### config.mk
export PLATFORM = sky130hd
export DESIGN_NAME = ctrl_pipe_unit
export DESIGN_NICKNAME = d
export VERILOG_FILES = /design/src/rtl/ctrl_pipe_unit.sv
export SDC_FILE = /design/constraint.sdc
export NUM_CORES = 1
export LEC_CHECK = 0
export BUFFER_PORTS_ARGS = -buffer_cell sky130_fd_sc_hd__buf_2
export CORE_ASPECT_RATIO = 1.4
export CORE_MARGIN = 2
export CORE_UTILIZATION = 55
export CTS_BUF_LIST = sky130_fd_sc_hd__clkbuf_2 sky130_fd_sc_hd__clkbuf_4 sky130_fd_sc_hd__clkbuf_8
export DETAILED_ROUTE_END_ITERATION = 8
export HOLD_SLACK_MARGIN = 0.03
export PLACE_DENSITY_LB_ADDON = 0.1
export SETUP_SLACK_MARGIN = 0.2
export SYNTH_ARGS = -nofsm -noshare
export SYNTH_HDL_FRONTEND = slang
export SYNTH_SLANG_ARGS = --single-unit
export TNS_END_PERCENT = 1
### constraint.sdc
create_clock -name clk -period 2.5 [get_ports clk]
set_input_delay 0.25 -clock clk [delete_from_list [all_inputs] [get_ports clk]]
set_output_delay 0.25 -clock clk [all_outputs]
set_load 0.1 [all_outputs]
### src/rtl/ctrl_pipe_unit.sv
// Decode-and-carry control unit: decodes RISC-V opcode/funct7 into a 9-bit control
// bundle and carries it down NUM_STAGES registered stages with hold, flush and M-ext stall.
module ctrl_pipe_unit #(
   parameter int NUM_STAGES = 3,
   parameter int MC_LAT     = 4,
   parameter int CTRL_W     = 9
) (
   input  logic                         clk,
   input  logic                         rst,
   input  logic [6:0]                   opcode,
   input  logic [6:0]                   funct7,
   input  logic                         in_valid,
   input  logic                         ctrl_hold,
   input  logic                         ctrl_flush,
   output logic [NUM_STAGES*CTRL_W-1:0] ctrl_bus,
   output logic [NUM_STAGES-1:0]        stage_valid,
   output logic                         ctrl_stall,
   output logic                         mc_busy
);

   localparam logic [6:0] OPC_LOAD   = 7'b0000011;
   localparam logic [6:0] OPC_STORE  = 7'b0100011;
   localparam logic [6:0] OPC_OP     = 7'b0110011;
   localparam logic [6:0] OPC_OP_IMM = 7'b0010011;
   localparam logic [6:0] OPC_BRANCH = 7'b1100011;
   localparam logic [6:0] OPC_JAL    = 7'b1101111;
   localparam logic [6:0] F7_MULDIV  = 7'b0000001;

   localparam logic [3:0] MC_CNT_INIT = 4'(MC_LAT - 1);

   typedef struct packed {
      logic [1:0] alu_op;
      logic       alu_src;
      logic       reg_w;
      logic       mem_w;
      logic       mem_r;
      logic       mem_to_reg;
      logic       branch;
      logic       jump;
   } ctrl_t;

   ctrl_t                 r_stage [NUM_STAGES];
   logic [NUM_STAGES-1:0] r_valid;
   logic [3:0]            r_cnt;

   ctrl_t w_dec;
   logic  w_is_mc;

   // NOTE: every signal written in always_comb gets a default first, so no path infers a latch.
   always_comb begin
      w_dec   = '0;
      w_is_mc = 1'b0;
      case (opcode)
         OPC_LOAD: begin
            w_dec.alu_src    = 1'b1;
            w_dec.reg_w      = 1'b1;
            w_dec.mem_r      = 1'b1;
            w_dec.mem_to_reg = 1'b1;
         end
         OPC_STORE: begin
            w_dec.alu_src = 1'b1;
            w_dec.mem_w   = 1'b1;
         end
         OPC_OP: begin
            w_dec.alu_op = 2'b10;
            w_dec.reg_w  = 1'b1;
            w_is_mc      = (MC_LAT > 1) && (funct7 == F7_MULDIV);
         end
         OPC_OP_IMM: begin
            w_dec.alu_op  = 2'b11;
            w_dec.alu_src = 1'b1;
            w_dec.reg_w   = 1'b1;
         end
         OPC_BRANCH: begin
            w_dec.alu_op = 2'b01;
            w_dec.branch = 1'b1;
         end
         OPC_JAL: begin
            w_dec.reg_w = 1'b1;
            w_dec.jump  = 1'b1;
         end
         default: w_dec = '0;
      endcase
   end

   // NOTE: sequential state uses non-blocking assignments so every stage samples its
   // neighbour's pre-edge value regardless of statement order.
   always_ff @(posedge clk or posedge rst) begin
      if (rst) begin
         for (int k = 0; k < NUM_STAGES; k++) r_stage[k] <= '0;
         r_valid <= '0;
         r_cnt   <= '0;
      end else if (ctrl_flush) begin
         r_stage[0]   <= '0;
         r_stage[1]   <= '0;
         r_valid[1:0] <= '0;
         for (int k = 2; k < NUM_STAGES; k++) begin
            r_stage[k] <= r_stage[k-1];
            r_valid[k] <= r_valid[k-1];
         end
         r_cnt <= '0;
      end else if (!ctrl_hold) begin
         for (int k = 2; k < NUM_STAGES; k++) begin
            r_stage[k] <= r_stage[k-1];
            r_valid[k] <= r_valid[k-1];
         end
         if (r_cnt != 4'd0) begin
            // Multi-cycle op stays in stage 0; stage 1 receives bubbles meanwhile.
            r_stage[1] <= '0;
            r_valid[1] <= 1'b0;
            r_cnt      <= r_cnt - 4'd1;
         end else begin
            r_stage[1] <= r_stage[0];
            r_valid[1] <= r_valid[0];
            r_stage[0] <= in_valid ? w_dec : '0;
            r_valid[0] <= in_valid;
            r_cnt      <= (in_valid && w_is_mc) ? MC_CNT_INIT : 4'd0;
         end
      end
   end

   always_comb begin
      ctrl_bus = '0;
      for (int k = 0; k < NUM_STAGES; k++) ctrl_bus[k*CTRL_W +: CTRL_W] = r_stage[k];
   end

   assign stage_valid = r_valid;
   assign mc_busy     = (r_cnt != 4'd0);
   assign ctrl_stall  = ctrl_hold | mc_busy;

endmodule

; ---- Yosys cells after proc, flatten, opt, wreduce, memory -nomap -nowiden
; Cells that the tools add are included.
[totals]
mem_bits_ro = 0
inputBits = 19
regBits = 34
memories = 0
ramBits = 0
latchBits = 0
[classes]
eq_ne = 9
reduce_logical = 5
shift = 0
order_cmp = 0
n_bitwise = 1
n_mul = 0
div_mod_pow = 0
n_addsub = 1
n_mux = 21
[op_table]
columns = cell, n
row1 = two-way mux 27 bit, 2
row2 = two-way mux 9 bit, 3
row3 = "== test 7 x 6 -> 1 bit, second input constant", 2
row4 = "== test 7 bit, second input constant", 2
row5 = two-way mux 4 bit, 3
row6 = two-way mux 1 bit, 8
row7 = "== test 7 x 1 -> 1 bit, second input constant", 1
row8 = "== test 7 x 2 -> 1 bit, second input constant", 1
row9 = "== test 7 x 5 -> 1 bit, second input constant", 1
row10 = two-way mux 3 bit, 2
row11 = one-hot mux 2 bit (3 select lines), 1
row12 = two-way mux 2 bit, 2
row13 = nonzero test 4 bit, 1
row14 = OR reduction 4 bit, 1
row15 = "subtractor 4 x 1 -> 4 bit, second input constant", 1
row16 = OR reduction 3 bit, 1
row17 = "inequality test 2 x 1 -> 1 bit, second input constant", 1
row18 = "inequality test 2 bit, second input constant", 1
row19 = AND reduction 2 bit, 1
row20 = logical AND 1 bit, 1
row21 = OR 1 bit, 1

; ---- Longest topological paths before layout
[depth]
depth_word = 7
ltp_mapped = 7
depth_no_buf = 6

; ---- Least setup slack after synthesis
; Ideal clock, no wire load.
[synth_path]
kind = reg2reg
startpoint = reg r_cnt[0]
endpoint = reg r_cnt[1]
stages_incl_launch_ff = 8
setup_slack_ns = 0.423
setup_time_ns = 0.134
arrival_ns = 1.943
path_buffers = 1
cell_sequence = dfrtp_1 > inv_1 > ha_1 > nor3b_1 > clkbuf_1 > inv_1 > a22oi_1 > o22ai_1
[synth_via]
elab_chain_len = 4
word_cells_on_any_way = 5
cone_classes = 1 x add/sub / 3 x mux / 1 x reduce/logical
[synth_lines]
columns = item, line_no
row1 = "start, declared", 44  ; logic [3:0] r_cnt;
row2 = "start signal, assigned", 111  ; r_cnt <= r_cnt - 4'd1;
row3 = "start signal, assigned", 117  ; r_cnt <= (in_valid && w_is_mc) ? MC_CNT_INIT : 4'd0;
row4 = nonzero test 4 bit, -
row5 = via mc_busy, 18  ; output logic mc_busy
row6 = two-way mux 4 bit, 107  ; if (r_cnt != 4'd0) begin
row7 = two-way mux 4 bit, 102  ; end else if (!ctrl_hold) begin
row8 = two-way mux 4 bit, 93  ; end else if (ctrl_flush) begin
; The timed path passes the listed nets, and every way through them passes these cells. The select of a mux whose other input is x is not followed.
; A chain may end at the register's enable or synchronous reset.

; ---- Final worst setup path
[layout_path]
startpoint = reg r_cnt[0]
endpoint = out mc_busy
[layout_via]
elab_chain_len = 1
[layout_lines]
columns = item, line_no
row1 = nonzero test 4 bit, 128  ; assign mc_busy = (r_cnt != 4'd0);
row2 = "end, declared", 18
; Every way passes these cells.

==> results.cfg <==
[yosys]
ys.flop_type = dfrtp_1
synth.area.mux_share_pct = 7.77
ys_ff_latch = 31
synth-xor-area-share_pct = 0
synthAdderAreaFrac_pct = 1.75
synth-edff-count = 0
yosys-top-cells-area = dfrtp_1, mux2_2, nand3b_1
yosysMostFrequentCell = dfrtp_1
yosysWarnings = 0
yosys.area.top_type_share_pct = 54.1
synth_top_family_by_area = simple AND/OR/NAND/NOR gates
yosys-top-cells-count = dfrtp_1, nand2_1, a21oi_1, nand3b_1, mux2_2
syn_inst = 131
yosysTopAreaCell = dfrtp_1
ys_seq_area_share_pct = 54.1
ys_async_sr_fraction_pct = 100
syn_area_um2 = 1430
synth_compound_area_share_pct = 11.0
synth-simple-area-share_pct = 20.6
avgSynthCellArea_um2 = 10.9
synth.distinct_cells = 35
syn_nets = 152

[global_routing]
grt_max_degree = 32
track_usage_pct = 21.7
overflow = 0
antenna_found_initial = 0
grt_pass1_wl_mm = 4.77
first_global_vias = 1099

[clock_tree]
cts_resized = 0
cts_buffers = 5
cts_setup_buffers = 0
ctsHtreeMaxLevel = 2
cts.sinks = 31
clkTransAtPathRegs_ns = 0.08
clock_path_buffers = 2
clock_latency_ns = 0.32
cts_tree = yes
root_buffer = clkbuf_4

[timing]
rsz0062_at_grt = false
drv_slew = 0
finalSetupViolations = 0
final.period_utilization_pct = 84.1
tns_ns = 0
fmax_ghz = 0.476
fin_crit_ns = 2.10
worst_pin_slew_ns = 0.526
whs_ns = 0.184
hold_violations = 0
clock-skew-final_ns = 0.00710
slew_headroom_pct = 64.8
setup_slack_ns = 0.399

[final_layout]
drive_gt1_share_pct = 39.9
fin_nets = 203
instances_no_fill = 217
diodes = 0
multi_input_area_um2 = 589
fillers = 207
syn_to_final_growth_pct = 23.2
ff_latch_area_um2 = 776

[worst_setup_path]
slowest_delay_ns = 0.43
arrival_ns = 1.85
reg2reg_slack_ns = 0.70
cp_cell_sequence = inv_1 -> ha_1 -> nor3b_1 -> buf_4 -> inv_1 -> buf_2
crit_slowest_cell = buf_2
cp-startpoint = r_cnt[0]$_DFFE_PP0P_
crit_path_end_kind = output pin
rr_worst_depth = 6
cpMostUsedCell = inv_1
cp-start-kind = flop
r2r_end = ctrl_bus[1]$_DFFE_PP0P_
cp.required_ns = 2.25
path_max_fanout = 11
crit_type = flop to output pin
crit-reg2reg-launch = r_cnt[0]$_DFFE_PP0P_
endpoint = mc_busy

[floorplan]
dieArea_um2 = 3040
die_height_um = 64.4
die_x_um = 47.2
rows = 21
start_util_pct = 58.7
core_area_um2 = 2440
ioPinCount = 51

[placed_design]
dp.cells = 208
place_ws_ns = 0.696
dp_hpwl_mm = 2.19
globalplace.congestion = 0.791
portBuffers = 50

[route]
drc_errors = 0
wire_per_inst_um = 13.3
ant_nets = 0
dr.pass1.iters = 4
via_per_inst = 5.43
vias = 1178
drt_iter0_markers = 9
wl_mm = 2.90

[pwr]
power.leakage_nw = 0.953
p_per_area_nw_per_um2 = 669
ir_worst_vdd_mv = 0.555
p_total_w = 0.00118

[job]
cap_violations = 0

[status]
status = finished, final reports clean

[min_path]
hold_class = primary input to flop
==> power breakdown <==
part / total [W] / internal (W) / switching, W
logic: 0.000362 / 0.0000936 / 0.000269
clock network: 0.000287 / 0.000131 / 0.000155
registers: 0.000533 / 0.000516 / 0.0000171
==> layout by cell type (no fill, tap or decap), drive strengths merged <==
master and instances:
buf 53, dfrtp 31, nand2 14, a21oi 12
nand3b 10, mux2 9, nor2 7, clkbuf 7
inv 5, a22o 3, o2bb2ai 3, nor3 2
nand2b 2, nor4 2, o22ai 2, ha 2
nor4b 2, nor3b 1, and4b 1, and3 1
nand4b 1, a221o 1, nor2b 1, and2 1
nand4 1, nand3 1, a22oi 1, or3 1
or4 1, a21boi 1, mux2i 1, a21o 1
clkinv 1, dlygate4sd3 1
==> through the flow <==
step | area [µm²] | util (%)
after global routing | 1770 | 72.3
after detailed placement | 1700 | 69.5
after CTS | 1770 | 72.3
after global placement | 1700 | 69.5
final | 1770 | 72.3
after floorplan | 1430 | -
==> cells by family after synthesis <==
group | count (synthesis)
buffers and inverters | 15
and+or+nand+nor | 49
DFF | 31
muxes | 10
adders and majority gates | 2
AOI/OAI and AO/OA | 24
==> worst min-delay path by stage <==
stage | from | end | cells after the start
finish | in_valid | stage_valid[0]$_DFFE_PP0P_ | 3
CTS | in_valid | stage_valid[0]$_DFFE_PP0P_ | 3
detailed placement | rst | stage_valid[2]$_DFFE_PP0P_ | 3
global placement | rst | stage_valid[2]$_DFFE_PP0P_ | 3
global route | in_valid | stage_valid[0]$_DFFE_PP0P_ | 3
floorplan | rst | ctrl_bus[0]$_DFFE_PP0P_ | 1
==> what timing repair did <==
action | 4_1_cts | 5_1_grt
endpoints found under the hold margin | 31 | 0
hold buffers | 1 | 0
endpoints found under the setup margin | 0 | 0
==> registers in the layout, summed over array words and instances (netlist names) <==
signal       flops
ctrl_bus        24
r_cnt            4
stage_valid      3
==> per-layer routing <==
| metal | track usage (%) | up-vias | wire, µm |
|---|---|---|---|
| li1 | - | 563 | - |
| met1 | 25.8 | 557 | 1100 |
| met2 | 36.8 | 56 | 1540 |
| met3 | 6.69 | 2 | 246 |
| met4 | 5.21 | 0 | 12 |
| met5 | 0 | - | 0 |
==> critical path: cells and delay by family, from the launching register on <==
family	cells	cell delay (ns)
buffers and inverters	4	0.77
and+or+nand+nor	1	0.15
DFF	1	0.39
adders and majority gates	1	0.23
==> layout make-up <==
cell class / count / area share (%)
Tap cell: 34 / 2.41
Multi-Input combinational cell: 85 / 33.4
Clock buffer: 7 / 2.97
Inverter: 5 / 1.06
Sequential cell: 31 / 43.9
Timing Repair Buffer: 54 / 16.0
Clock inverter: 1 / 0.283
Power figures use the tool's default switching activity.
